`src/rtl/bcd_scan_display_if.sv`:
```
// Bus bundle for bcd_scan_display: value load/increment controls in,
// multiplexed seven-segment drive and overflow pulse out.
interface bcd_scan_display_if #(
  parameter int NUM_DIGITS = 4
);
  logic                      load;
  logic                      inc;
  logic [4*NUM_DIGITS-1:0]   bcd_in;
  logic [6:0]                seg;
  logic [NUM_DIGITS-1:0]     dig_en;
  logic                      ovf;

  // Controller side: drives the value controls, observes the display.
  modport master (
    output load, inc, bcd_in,
    input  seg, dig_en, ovf
  );

  // Display side: the bcd_scan_display block itself.
  modport slave (
    input  load, inc, bcd_in,
    output seg, dig_en, ovf
  );
endinterface

```
`src/rtl/bcd_scan_display.sv`:
```
// Multi-digit BCD register with decimal increment and a time-multiplexed
// seven-segment scanner. Each digit is shown for SCAN_DIV cycles in turn.
// Optional build macro BCD_SCAN_LEADING_ZERO_BLANK_EN blanks leading zero
// digits (never digit 0); without it every digit is decoded.
module bcd_scan_display #(
  parameter int NUM_DIGITS = 4,
  parameter int SCAN_DIV   = 1000
) (
  input  logic              clk,
  input  logic              rst_n,
  bcd_scan_display_if.slave bus
);

  localparam int IDX_W = (NUM_DIGITS > 1) ? $clog2(NUM_DIGITS) : 1;
  localparam int CNT_W = $clog2(SCAN_DIV);

  localparam logic [CNT_W-1:0] CNT_LAST = CNT_W'(SCAN_DIV - 1);
  localparam logic [IDX_W-1:0] IDX_LAST = IDX_W'(NUM_DIGITS - 1);

  logic [NUM_DIGITS-1:0][3:0] r_value;
  logic [CNT_W-1:0]           r_cnt;
  logic [IDX_W-1:0]           r_idx;
  logic [6:0]                 r_seg;
  logic [NUM_DIGITS-1:0]      r_dig_en;
  logic                       r_ovf;

  logic [NUM_DIGITS-1:0][3:0] w_value_inc;
  logic                       w_carry_out;
  logic [3:0]                 w_nib;
  logic [6:0]                 w_seg_dec;
  logic                       w_blank;

  // Decimal increment with ripple carry; invalid nibbles roll to 0 and carry.
  always_comb begin
    // NOTE: every always_comb output gets a default before any branch so no
    // path leaves it unassigned, which would otherwise infer a latch.
    w_value_inc = r_value;
    w_carry_out = 1'b1;
    for (int k = 0; k < NUM_DIGITS; k++) begin
      if (w_carry_out) begin
        if (r_value[k] >= 4'd9) begin
          w_value_inc[k] = 4'd0;
        end else begin
          w_value_inc[k] = r_value[k] + 4'd1;
          w_carry_out    = 1'b0;
        end
      end
    end
  end

  assign w_nib = r_value[r_idx];

  // Seven-segment decode {a,b,c,d,e,f,g}; non-decimal nibbles show a dash.
  always_comb begin
    unique case (w_nib)
      4'd0:    w_seg_dec = 7'b1111110;
      4'd1:    w_seg_dec = 7'b0110000;
      4'd2:    w_seg_dec = 7'b1101101;
      4'd3:    w_seg_dec = 7'b1111001;
      4'd4:    w_seg_dec = 7'b0110011;
      4'd5:    w_seg_dec = 7'b1011011;
      4'd6:    w_seg_dec = 7'b1011111;
      4'd7:    w_seg_dec = 7'b1110000;
      4'd8:    w_seg_dec = 7'b1111111;
      4'd9:    w_seg_dec = 7'b1111011;
      default: w_seg_dec = 7'b0000001;
    endcase
  end

`ifdef BCD_SCAN_LEADING_ZERO_BLANK_EN
  logic w_upper_zero;

  // Blank the current digit if it and every digit above it are zero.
  // Walking down from the top keeps a running "all zero so far" flag.
  always_comb begin
    w_blank      = 1'b0;
    w_upper_zero = 1'b1;
    for (int k = NUM_DIGITS - 1; k >= 1; k--) begin
      w_upper_zero = w_upper_zero & (r_value[k] == 4'd0);
      if (IDX_W'(k) == r_idx) w_blank = w_upper_zero;
    end
  end
`else
  assign w_blank = 1'b0;
`endif

  // Value register: load has priority over increment; ovf marks a wrap.
  always_ff @(posedge clk) begin
    // NOTE: sequential state uses non-blocking assignments so every register
    // samples pre-edge values regardless of statement order.
    if (!rst_n) begin
      r_value <= '0;
      r_ovf   <= 1'b0;
    end else if (bus.load) begin
      r_value <= bus.bcd_in;
      r_ovf   <= 1'b0;
    end else if (bus.inc) begin
      r_value <= w_value_inc;
      r_ovf   <= w_carry_out;
    end else begin
      r_ovf   <= 1'b0;
    end
  end

  // Scan timing: prescaler wraps at SCAN_DIV-1 and advances the digit index.
  always_ff @(posedge clk) begin
    if (!rst_n) begin
      r_cnt <= '0;
      r_idx <= '0;
    end else if (r_cnt == CNT_LAST) begin
      r_cnt <= '0;
      r_idx <= (r_idx == IDX_LAST) ? '0 : r_idx + IDX_W'(1);
    end else begin
      r_cnt <= r_cnt + CNT_W'(1);
    end
  end

  // Registered display drive, one cycle behind the index and value.
  always_ff @(posedge clk) begin
    if (!rst_n) begin
      r_seg    <= '0;
      r_dig_en <= '0;
    end else begin
      r_seg    <= w_blank ? 7'b0000000 : w_seg_dec;
      r_dig_en <= NUM_DIGITS'(1) << r_idx;
    end
  end

  assign bus.seg    = r_seg;
  assign bus.dig_en = r_dig_en;
  assign bus.ovf    = r_ovf;

endmodule

```
`src/flat_wrapper.sv`:
```
// flat-port wrapper written by rule: the top's interface ports become plain ports
module bcd_scan_display_flat 
#(
  parameter int NUM_DIGITS = 4,
  parameter int SCAN_DIV   = 1000
)
  (clk, rst_n, bus_load, bus_inc, bus_bcd_in, bus_seg, bus_dig_en, bus_ovf);
  bcd_scan_display_if #(.NUM_DIGITS(NUM_DIGITS)) bus_i ();
  input  logic clk;
  input  logic rst_n;
  input wire logic [$bits(bus_i.load)-1:0] bus_load;
  input wire logic [$bits(bus_i.inc)-1:0] bus_inc;
  input wire logic [$bits(bus_i.bcd_in)-1:0] bus_bcd_in;
  output wire logic [$bits(bus_i.seg)-1:0] bus_seg;
  output wire logic [$bits(bus_i.dig_en)-1:0] bus_dig_en;
  output wire logic [$bits(bus_i.ovf)-1:0] bus_ovf;
  assign bus_i.load = bus_load;
  assign bus_i.inc = bus_inc;
  assign bus_i.bcd_in = bus_bcd_in;
  assign bus_seg = bus_i.seg;
  assign bus_dig_en = bus_i.dig_en;
  assign bus_ovf = bus_i.ovf;
  bcd_scan_display #(.NUM_DIGITS(NUM_DIGITS), .SCAN_DIV(SCAN_DIV)) u_core (.clk(clk), .rst_n(rst_n), .bus(bus_i));
endmodule
```
`config.mk`:
```
export PLATFORM = sky130hd
export DESIGN_NAME = bcd_scan_display_flat
export DESIGN_NICKNAME = d
export VERILOG_FILES = /design/src/rtl/bcd_scan_display_if.sv /design/src/rtl/bcd_scan_display.sv /design/src/flat_wrapper.sv
export SDC_FILE = /design/constraint.sdc
export NUM_CORES = 1
export LEC_CHECK = 0
export ABC_AREA = 0
export CORE_UTILIZATION = 40
export DETAILED_ROUTE_END_ITERATION = 10
export SETUP_SLACK_MARGIN = 0.4
export SKIP_LAST_GASP = 1
export SYNTH_ARGS = -nofsm -noshare
export SYNTH_HDL_FRONTEND = slang
export SYNTH_SLANG_ARGS = --single-unit
```
`constraint.sdc`:
```
create_clock -name clk -period 2.08 [get_ports clk]
set_input_delay 0.416 -clock clk [delete_from_list [all_inputs] [get_ports clk]]
set_output_delay 0.416 -clock clk [all_outputs]
set_load 0.01 [all_outputs]
```
==> impl_metrics.yaml, run 1 <==
sta:
  skew_ps: 8.281
  whs_ps: 431.4
  setup_viol: 0
  setup_tns_ps: 0
  relSlewSlack_pct: 74.94
  finalHoldViolCount: 0
  max_freq_mhz: 540.1
  fin_crit_sh_pct: 89.01
  tightest_slew_ps: 375.9
  fin_crit_ps: 1851
  slew_violations: 0
  rsz0062_at_grt: "true"
cts:
  numCtsBuffers: 5
  clk_pin_slew_ps: 80
  clock_path_buffers: 2
  clock_latency_ps: 290
  cts_tree: "done"
  htree_levels: 2
  cts_root_buf: "clkbuf_8"
  clock-sinks: 40
global_route:
  use_met1_pct: 24.13
  use_met3_pct: 2.778
  overflow: 0
  met2_usage_pct: 30.65
  grt_max_degree: 15
  antenna_found_initial: 0
  grt_pass1_wl_um: 7941
  grt_pass1_vias: 1722
  grt_busiest_layer: "met2"
  grt_use_total_pct: 18.25
synthesis:
  synth_async_sr_flop_share_pct: 0
  yosys_warnings: 0
  synth_area_um2: 2158
  seq_area_frac_synth_pct: 37.10
  synth_top_cell_area_share_pct: 37.10
  syn_inst: 244
  syn-num-nets: 284
  ys.flop_type: "dfxtp_1"
  avgSynthCellArea_um2: 8.846
  synth-seq-cells: 40
  yosys-top-cells-area: "dfxtp_1, ha_1, mux4_2"
  synth_edf_count: 0
  synth_cell_type_count: 48
  synth_area_leader_cell: "dfxtp_1"
power:
  peakVddDrop_v: 0.0004185
  p_per_area_nw_per_um2: 604.3
  p_leak_uw: 0.001150
drt:
  via_per_inst: 5.108
  vias: 1885
  route.detailed.drc: 0
  drt_iter0_drc: 67
  antenna_left: 0
  postRouteWirelength_um: 4793
  wl_per_cell_um: 12.99
  dr.pass1.iters: 4
placed_design:
  postPlaceCellArea_um2: 2629
  gp_congestion: 0.8182
  hpwl_um: 3421
  place.port_buffers: 31
layout:
  drive_gt1_share_pct: 23.75
  fin_nets: 338
  layout_common_cells: "clkdlybuf4s50_1, dfxtp_1, nand2_1, buf_4, nor2_1"
  antennaDiodeCount: 0
  final_common_cell: "clkdlybuf4s50_1"
  areaGrowthSynthToFinish_pct: 38.26
  fin_area_um2: 2984
worst_setup_path:
  cp_max_fo: 8
  cpMaxStageDelayCell: "or3b_4"
  critPathMaxStageDelay_ps: 390
  critPathKind: "reg -> reg"
  r2r_slack_ps: 230
  cp.arrival_ps: 2050
  critPathLaunchType: "flop"
  cp_cell_sequence: "inv_2 -> ha_1 -> or3b_4 -> buf_4 -> a41o_4 -> a21boi_0 -> o32ai_1"
  required_ps: 2280
  critPathCaptureType: "flop"
floorplanning:
  start_util_pct: 41.99
  die_height_um: 75.46
  die-area_um2: 5693
  ioPinCount: 32
  dieWidth_um: 75.46
  rows: 26
  core_area_um2: 5140
job:
  maxCapViolations: 0
hold_path:
  hold_class: "reg -> reg"
status:
  status: "complete, no violations"
Yosys cell counts (3+ instances only):
library cell and instances:
a211o_1 3, a21oi_1 14, a22oi_1 4, a31oi_1 7, clkbuf_1 8, dfxtp_1 40, ha_1 20, inv_1 19
mux4_2 4, nand2_1 20, nand2b_1 6, nand3_1 6, nand4_1 3, nor2_1 19, nor3_1 5, o21ai_0 16
or4_1 4, xnor2_1 7, xor2_1 3
flip-flops by register name (all words and copies together) (netlist names):
register and count:
u_core.bus.dig_en 4, u_core.r_idx 2, u_core.r_value 16, u_core.bus.seg 7, u_core.bus.ovf 1, u_core.r_cnt 10
report_power, final:
group	leakage, uW	switching, uW	internal [uW]
Clock	0.0000523	281	307
Combinational	0.000763	169	201
Sequential	0.000334	39.2	807
Total	0.00115	489	1310
critical path, delay by kind of cell (launching register included):
| family | cells | cell delay [ps] |
|---|---|---|
| AOI/OAI and AO/OA | 3 | 640 |
| buffers and inverters | 2 | 200 |
| adders and majority gates | 1 | 160 |
| DFF | 1 | 370 |
| and+or+nand+nor | 1 | 390 |
what timing repair did:
item,4_1_cts,5_1_grt
hold buffers,0,0
pin swaps,4,10
endpoints found under the setup margin,19,20
setup buffers,7,7
resized for setup,15,25
cloned,0,0
layer usage:
| metal | part of all wire [%] | routed length [um] | vias to the layer above |
|---|---|---|---|
| li1 | - | - | 978 |
| met1 | 49 | 2343 | 873 |
| met2 | 48 | 2290 | 30 |
| met3 | 2.6 | 126 | 4 |
| met4 | 0.69 | 33 | 0 |
| met5 | 0 | 0 | - |
metrics by stage:
step	total power [uW]	utilization [%]	std cells	setup slack [ps]
floorplan	1036	-	244	279.7
global placement	1165	51.14	347	69.65
detailed placement	1167	51.14	347	39.33
CTS	1775	55.04	362	294.8
global route	1909	58.06	369	144.6
finish	1803	58.06	369	228.6
final cells by class:
class / count / area, um^2
clock buffer: 6 / 93.84
clock inverter: 2 / 12.51
fill: 478 / 2156
inverter: 20 / 80.08
multi-input combinational: 175 / 1364
sequential: 40 / 825.8
tap: 70 / 87.58
timing repair buffer: 56 / 520.5
kinds of logic (layout without fill, tap and decap cells):
group,after synthesis,after routing,share of synthesized area (%)
simple gates,77,77,18.15
xor+xnor,10,10,4.058
buf+inv,29,84,5.391
compound gates,62,62,18.55
flops,40,40,37.10
fa+ha+maj,20,20,11.59
mux,6,6,5.160
final timing paths:
path                                     endpoint  cells past startpoint                           start
hold / removal         u_core.r_cnt[0]$_SDFF_PP0_                      1      u_core.r_cnt[0]$_SDFF_PP0_
hold reg to reg        u_core.r_cnt[0]$_SDFF_PP0_                      1      u_core.r_cnt[0]$_SDFF_PP0_
setup reg to reg  u_core.r_value[10]$_SDFFE_PN0P_                      7  u_core.r_value[5]$_SDFFE_PN0P_
setup / recovery  u_core.r_value[10]$_SDFFE_PN0P_                      7  u_core.r_value[5]$_SDFFE_PN0P_
Note: power is estimated with default switching activity, not from simulation.
==> run 2, diff against run 1 <==
- CTS_CLUSTER_SIZE: default -> 28
==> results of run 2 <==
Same layout as run 1: the final DEF is identical, and so are final timing and power.
